## src/rtl/pwm_multi.sv

```systemverilog
// Multi-channel edge-aligned PWM with shared prescaler/period counter and shadowed duty/period.
// Optional POLARITY register is built only when PWM_POLARITY_EN is defined.
module pwm_multi #(
    parameter int unsigned NCH   = 4,
    parameter int unsigned CW    = 8,
    parameter int unsigned PRE_W = 8
) (
    input  logic             clk_i,
    input  logic             rst_ni,
    input  logic             reg_we_i,
    input  logic [3:0]       reg_addr_i,
    input  logic [15:0]      reg_wdata_i,
    output logic [15:0]      reg_rdata_o,
    output logic [NCH-1:0]   cio_pwm_o,
    output logic [NCH-1:0]   cio_pwm_en_o,
    output logic             wrap_o
);

    localparam int unsigned AW        = 4;
    localparam int unsigned DW        = 16;
    localparam int unsigned DUTY_BASE = 4;

    localparam logic [AW-1:0] ADDR_CTRL   = AW'(0);
    localparam logic [AW-1:0] ADDR_PRE    = AW'(1);
    localparam logic [AW-1:0] ADDR_PERIOD = AW'(2);
    localparam logic [AW-1:0] ADDR_POL    = AW'(3);

    logic [NCH-1:0]   ctrl_q;
    logic [PRE_W-1:0] prescale_q;
    logic [CW-1:0]    period_sh_q;
    logic [CW-1:0]    period_act_q;
    logic [CW-1:0]    duty_sh_q  [NCH];
    logic [CW-1:0]    duty_act_q [NCH];
    logic [PRE_W-1:0] pre_q;
    logic [CW-1:0]    cnt_q;
    logic [NCH-1:0]   pwm_q;
    logic [NCH-1:0]   pol;

    logic             wr_ctrl, wr_pre, wr_period, wr_pol;
    logic [NCH-1:0]   wr_duty;
    logic [CW-1:0]    period_nxt;
    logic [CW-1:0]    duty_nxt [NCH];
    logic [NCH-1:0]   raw;
    logic             run, tick, wrap, load;
    logic             unused_wdata;

    assign unused_wdata = ^reg_wdata_i;

    // Write decode and next shadow values (a write is visible to a same-cycle active load)
    always_comb begin
        wr_ctrl   = reg_we_i && (reg_addr_i == ADDR_CTRL);
        wr_pre    = reg_we_i && (reg_addr_i == ADDR_PRE);
        wr_period = reg_we_i && (reg_addr_i == ADDR_PERIOD);
        wr_pol    = reg_we_i && (reg_addr_i == ADDR_POL);
        wr_duty   = '0;
        for (int i = 0; i < int'(NCH); i++) begin
            wr_duty[i] = reg_we_i && (reg_addr_i == AW'(DUTY_BASE + 32'(i)));
        end
        period_nxt = wr_period ? reg_wdata_i[CW-1:0] : period_sh_q;
        for (int i = 0; i < int'(NCH); i++) begin
            duty_nxt[i] = wr_duty[i] ? reg_wdata_i[CW-1:0] : duty_sh_q[i];
        end
    end

    assign run  = |ctrl_q;
    assign tick = run && (pre_q == prescale_q);
    assign wrap = tick && (cnt_q == period_act_q);
    assign load = !run || wrap;

    // Configuration registers
    always_ff @(posedge clk_i or negedge rst_ni) begin
        if (!rst_ni) begin
            ctrl_q      <= '0;
            prescale_q  <= '0;
            period_sh_q <= '1;
        end else begin
            if (wr_ctrl)   ctrl_q      <= reg_wdata_i[NCH-1:0];
            if (wr_pre)    prescale_q  <= reg_wdata_i[PRE_W-1:0];
            if (wr_period) period_sh_q <= reg_wdata_i[CW-1:0];
        end
    end

`ifdef PWM_POLARITY_EN
    logic [NCH-1:0] pol_q;

    always_ff @(posedge clk_i or negedge rst_ni) begin
        if (!rst_ni) begin
            pol_q <= '0;
        end else if (wr_pol) begin
            pol_q <= reg_wdata_i[NCH-1:0];
        end
    end

    assign pol = pol_q;
`else
    logic unused_wr_pol;

    assign unused_wr_pol = wr_pol;
    assign pol           = '0;
`endif

    // Duty shadows and active copies
    always_ff @(posedge clk_i or negedge rst_ni) begin
        if (!rst_ni) begin
            for (int i = 0; i < int'(NCH); i++) begin
                duty_sh_q[i]  <= '0;
                duty_act_q[i] <= '0;
            end
            period_act_q <= '1;
        end else begin
            for (int i = 0; i < int'(NCH); i++) begin
                duty_sh_q[i] <= duty_nxt[i];
                if (load) duty_act_q[i] <= duty_nxt[i];
            end
            if (load) period_act_q <= period_nxt;
        end
    end

    // Prescaler; an out-of-range pre (PRESCALE lowered below it) restarts without ticking
    always_ff @(posedge clk_i or negedge rst_ni) begin
        if (!rst_ni) begin
            pre_q <= '0;
        end else if (!run || (pre_q >= prescale_q)) begin
            pre_q <= '0;
        end else begin
            pre_q <= pre_q + PRE_W'(1);
        end
    end

    // Period counter
    always_ff @(posedge clk_i or negedge rst_ni) begin
        if (!rst_ni) begin
            cnt_q <= '0;
        end else if (!run || wrap) begin
            cnt_q <= '0;
        end else if (tick) begin
            cnt_q <= cnt_q + CW'(1);
        end
    end

    always_comb begin
        raw = '0;
        for (int i = 0; i < int'(NCH); i++) begin
            raw[i] = cnt_q < duty_act_q[i];
        end
    end

    // Registered compare output; disabled channels forced low regardless of polarity
    always_ff @(posedge clk_i or negedge rst_ni) begin
        if (!rst_ni) begin
            pwm_q <= '0;
        end else begin
            pwm_q <= ctrl_q & (raw ^ pol);
        end
    end

    // Combinational register read
    always_comb begin
        reg_rdata_o = '0;
        case (reg_addr_i)
            ADDR_CTRL:   reg_rdata_o = DW'(ctrl_q);
            ADDR_PRE:    reg_rdata_o = DW'(prescale_q);
            ADDR_PERIOD: reg_rdata_o = DW'(period_sh_q);
            ADDR_POL:    reg_rdata_o = DW'(pol);
            default: begin
                for (int i = 0; i < int'(NCH); i++) begin
                    if (reg_addr_i == AW'(DUTY_BASE + 32'(i))) begin
                        reg_rdata_o = DW'(duty_sh_q[i]);
                    end
                end
            end
        endcase
    end

    assign cio_pwm_o    = pwm_q;
    assign cio_pwm_en_o = ctrl_q;
    assign wrap_o       = wrap;

endmodule

```

## config.mk

```make
export PLATFORM = sky130hd
export DESIGN_NAME = pwm_multi
export DESIGN_NICKNAME = d
export VERILOG_FILES = /design/src/rtl/pwm_multi.sv
export SDC_FILE = /design/constraint.sdc
export NUM_CORES = 1
export LEC_CHECK = 0
export BUFFER_PORTS_ARGS = -buffer_cell sky130_fd_sc_hd__buf_4
export CAP_MARGIN = 10
export CORE_MARGIN = 2
export CORE_UTILIZATION = 45
export DETAILED_ROUTE_END_ITERATION = 6
export PLACE_DENSITY_LB_ADDON = 0.25
export SLEW_MARGIN = 10
export SYNTH_ARGS = -nofsm -noshare
export SYNTH_HDL_FRONTEND = slang
export SYNTH_SLANG_ARGS = --single-unit
```

## constraint.sdc

```tcl
create_clock -name clk_i -period 3.6 [get_ports clk_i]
set_input_delay 1.08 -clock clk_i [delete_from_list [all_inputs] [get_ports clk_i]]
set_output_delay 1.08 -clock clk_i [all_outputs]
set_load 0.03 [all_outputs]
```

======== Yosys cells after proc, flatten, opt, wreduce, memory -nomap -nowiden ========
Index checks and enable logic that the tools add are counted.
cells by class
  reductions and logical operators ........ 15
  order comparisons ....................... 5
  bitwise operators ....................... 1
  muxes and demuxes ....................... 13
  eq/ne operators ......................... 9
  add/subtract/negate cells ............... 2
operators by type and width
  cell                   count
  $mux W8                9
  $pmux W16 S4           1
  $mux W16               3
  $lt A8 B8 Y1           4
  $add A8 B1 Y8 const B  2
  $eq A4 B3 Y1 const B   4
  $eq A8 B8 Y1           2
  $logic_and A1 B1 Y1    9
  $eq A4 B2 Y1 const B   2
  $ge A8 B8 Y1           1
  $and A4 B4 Y4          1
  $eq A4 B1 Y1 const B   1
  $logic_not A4 Y1       1
  $reduce_or A4 Y1       1
  $logic_or A1 B1 Y1     2
  $reduce_bool A2 Y1     1
  $logic_not A1 Y1       1
storage, ports and cells
  register bits ........................... 112
  output and inout port bits .............. 25
  word-level logic and storage cells ...... 60

======== Depth between registers and ports, before layout ========
  depth after elaboration ................. 6
  depth in mapped cells ................... 8

======== Least setup slack after synthesis ========
OpenSTA, ideal clock, no wires.
  kind .................................... input to output
  start ................................... input port reg_addr_i[0]
  end ..................................... output port reg_rdata_o[1]
  buffers on the path ..................... 3
  arrival time ............................ 2.746 ns
  path slack .............................. -0.226 ns
  cell stages on the path ................. 8
  cells stage by stage .................... clkbuf_1 -> nor2b_1 -> buf_2 -> clkbuf_1 -> nand2_1 -> o211ai_1 -> o21ai_0 -> o21ai_0
between the ends
  cells in the longest elaborated chain, start to end .. 6
RTL lines
  item                    line  source
  start: declaration      11    input logic [3:0] reg_addr_i,
  $eq A4 B3 Y1            167   if (reg_addr_i == AW'(DUTY_BASE + 32'(i))) begin
  $mux W8                 167
  $mux W16 (3 in series)  167
  $pmux W16 S4 (*)        160   case (reg_addr_i)
  end: declaration        13    output logic [15:0] reg_rdata_o,
Mark *: on every way between the ends. The rest lies on a longest branch, timed or not.

======== Worst setup path in the final report ========
  start ................................... input port reg_addr_i[0]
  end ..................................... output port reg_rdata_o[5]
Same word-level chain as after synthesis.

==> results.toml <==
[clocking]
clockBufferDepth = 2
cts_resized = 0
cts-root-buf = "clkbuf_16"
cts_num_sinks = 112
clock_latency_ns = 0.36
cts_hold_buf = 0
cts_tree = "built"
cts.reportedPaths.clkPinSlew_ns = 0.07
post_cts_buffers = 0
htreeDepth = 3
cts_inserted_buffers = 9

[finish]
layout_common_cells = "96 x dfrtp_1, 43 x buf_4, 40 x mux2_4"
drive_gt1_frac = 0.3028
syn2layout_area_growth_pct = 11.15
layout_commonest_cell = "dfrtp_1"
regArea_um2 = 2823
final_net_count = 601
multi_input_area_um2 = 3017
fillCellCount = 1177
fin_cells = 722

[floorplan]
die_h_um = 120.8
die-width_um = 120.8
die_area_um2 = 14590
row_count = 42
ioPinCount = 48
start_util = 0.4616
fp.coreArea_um2 = 13300

[worst_setup_path]
setup.worst_path.end = "reg_rdata_o[5]"
worstReg2RegStart = "cnt_q[3]$_DFFE_PN0P_"
crit_type = "in -> out"
start_kind = "input pin"
rr_endpoint = "duty_act_q[21]$_DFFE_PN0N_"
startpoint = "reg_addr_i[0]"
arrival_ns = 2.41
reg2reg_slack_ns = 0.93
worstSetupEndpointType = "output pin"
cp_max_fo = 12
worstPathRequired_ns = 2.52
reg2reg_depth = 5

[route]
drc = 0
wl_um = 13840
viasPerCell = 5.483
vias = 3959
dr.pass1.iters = 4
drtIter0Drc = 257
wl_per_cell_um = 19.17
drt.antenna.violating_nets = 0

[synth]
synth.avg_cell_area_um2 = 12.27
synthesis.area_um2 = 6137
ys_ff_latch = 112
yosysSeqAreaShare = 0.4599
synth_warnings = 0
yosysUniqueCellTypes = 47
netlist_instances = 500

[timing]
holdWs_ns = 0.5120
relSlewSlack = 0.3836
worstMarginPinSlew_ns = 0.9103
skew_ns = 0.006887
fin_crit_sh = 0.9683
hold_viol_final = 0
rsz0062_at_grt = "no"
drv_slew = 0
fmax_ghz = 0.2869
tns_ns = 0
setup_viol = 0
min_period_ns = 3.486
fin_ws_ns = 0.1140

[placed_design]
routabilityCongestion = 0.8413
pre_cts_ws_ns = 0.1139
dp_hpwl_um = 10240
dp.cells = 705
io_buffer_count = 31

[outcome]
status = "completed"

[hold_path]
hp-class = "reg -> reg"
hp-start = "duty_act_q[18]$_DFFE_PN0N_"

[global_route]
grt_max_degree = 56
antenna_found_initial = 1
grt_pass1_vias = 4212
grt_first_pass_wirelength_um = 22750
grt_util_all_layers = 0.2050
gr-total-overflow = 0

[power]
leakage_nw = 3.220
ir_worst_vdd_mv = 0.3284
total_power_mw = 4.535
power_density_nw_per_um2 = 664.9

[run]
cap_violations = 0
[sequential cells by signal, summed over array words and instances (netlist names)]
register      flops
duty_act_q       32
period_act_q      8
prescale_q        8
cnt_q             8
cio_pwm_en_o      4
duty_sh_q        32
period_sh_q       8
cio_pwm_o         4
pre_q             8
[layout make-up]
| type | count | share of cell area |
|---|---|---|
| Clock buffer | 11 | 0.03558 |
| Multi-Input combinational cell | 335 | 0.4422 |
| Timing Repair Buffer | 44 | 0.05026 |
| Inverter | 38 | 0.02091 |
| Antenna cell | 1 | 0.0003668 |
| Sequential cell | 112 | 0.4138 |
| Tap cell | 176 | 0.03228 |
| Clock inverter | 5 | 0.004585 |
[report_power, final]
group / leakage [nW] / internal [mW] / switching, mW
clock: 0.136 / 0.488 / 0.453
combinational: 1.71 / 0.834 / 0.768
sequential: 1.37 / 1.70 / 0.294
[worst min-delay path by stage]
| stage | slack, ns | cells after the start | end |
|---|---|---|---|
| 2_1_floorplan | 0.48 | 1 | duty_sh_q[24]$_DFF_PN0_ |
| 5_1_grt | 0.53 | 1 | duty_act_q[11]$_DFFE_PN0N_ |
| 6_report | 0.51 | 1 | duty_act_q[18]$_DFFE_PN0N_ |
| 4_1_cts | 0.52 | 1 | duty_act_q[10]$_DFFE_PN0N_ |
| 3_5_place_dp | 0.49 | 1 | duty_act_q[29]$_DFFE_PN0N_ |
| 3_3_place_gp | 0.50 | 1 | duty_act_q[9]$_DFFE_PN0N_ |
[metrics by stage]
step / cell area (um^2) / utilization
after floorplan: 6178 / -
after global placement: 6545 / 0.4923
after detailed placement: 6545 / 0.4923
after CTS: 6819 / 0.5129
after global routing: 6819 / 0.5129
final: 6822 / 0.5131
[layer usage]
| layer | GRT usage | vias to the layer above | routed length, um |
|---|---|---|---|
| met1 | 0.2708 | 2006 | 6398 |
| met3 | 0.04151 | 22 | 580 |
| li1 | - | 1854 | - |
| met5 | 0 | - | 0 |
| met2 | 0.3316 | 77 | 6524 |
| met4 | 0.08067 | 0 | 340 |
[worst max-delay path, stage by stage]
cell	delay (ns)
buf_4	0.21
nand2_1	0.11
nor3b_1	0.38
buf_4	0.21
a22oi_1	0.10
a21oi_2	0.14
buf_4	0.17
[logic make-up after synthesis]
kind of cell	Yosys count	share of synthesized area
adders and majority gates	38	0.07747
other	1	0.0006110
AOI/OAI and AO/OA	69	0.07380
buffers and inverters	60	0.05525
DFF	112	0.4599
muxes	105	0.2165
and+or+nand+nor	101	0.09643
xor gates and xnor gates	14	0.01998
[Yosys cell counts (all sizes together)]
| cell | n | area share |
|---|---|---|
| a211oi | 9 | 0.011 |
| a21o | 10 | 0.013 |
| a21oi | 16 | 0.013 |
| a22oi | 8 | 0.0098 |
| a2bb2oi | 1 | 0.0014 |
| a31o | 2 | 0.0029 |
| and2 | 1 | 0.0014 |
| and3 | 4 | 0.0041 |
| buf | 17 | 0.029 |
| clkbuf | 5 | 0.0031 |
| conb | 1 | 0.00061 |
| dfrtp | 96 | 0.39 |
| dfstp | 16 | 0.069 |
| ha | 38 | 0.077 |
| inv | 38 | 0.023 |
| mux2 | 92 | 0.19 |
| mux2i | 12 | 0.020 |
| mux4 | 1 | 0.0037 |
| nand2 | 19 | 0.012 |
| nand2b | 6 | 0.0061 |
| nand3 | 13 | 0.011 |
| nand3b | 4 | 0.0049 |
| nand4 | 10 | 0.011 |
| nor2 | 21 | 0.013 |
| nor2b | 3 | 0.0031 |
| nor3 | 5 | 0.0041 |
| nor3b | 3 | 0.0053 |
| nor4 | 3 | 0.0090 |
| o211ai | 7 | 0.0086 |
| o21ai | 15 | 0.012 |
| o311ai | 1 | 0.0014 |
| or2 | 1 | 0.0010 |
| or3 | 1 | 0.0010 |
| or4 | 3 | 0.0037 |
| or4b | 4 | 0.0065 |
| xnor2 | 1 | 0.0014 |
| xor2 | 13 | 0.019 |
Power figures use the tool's default switching activity.
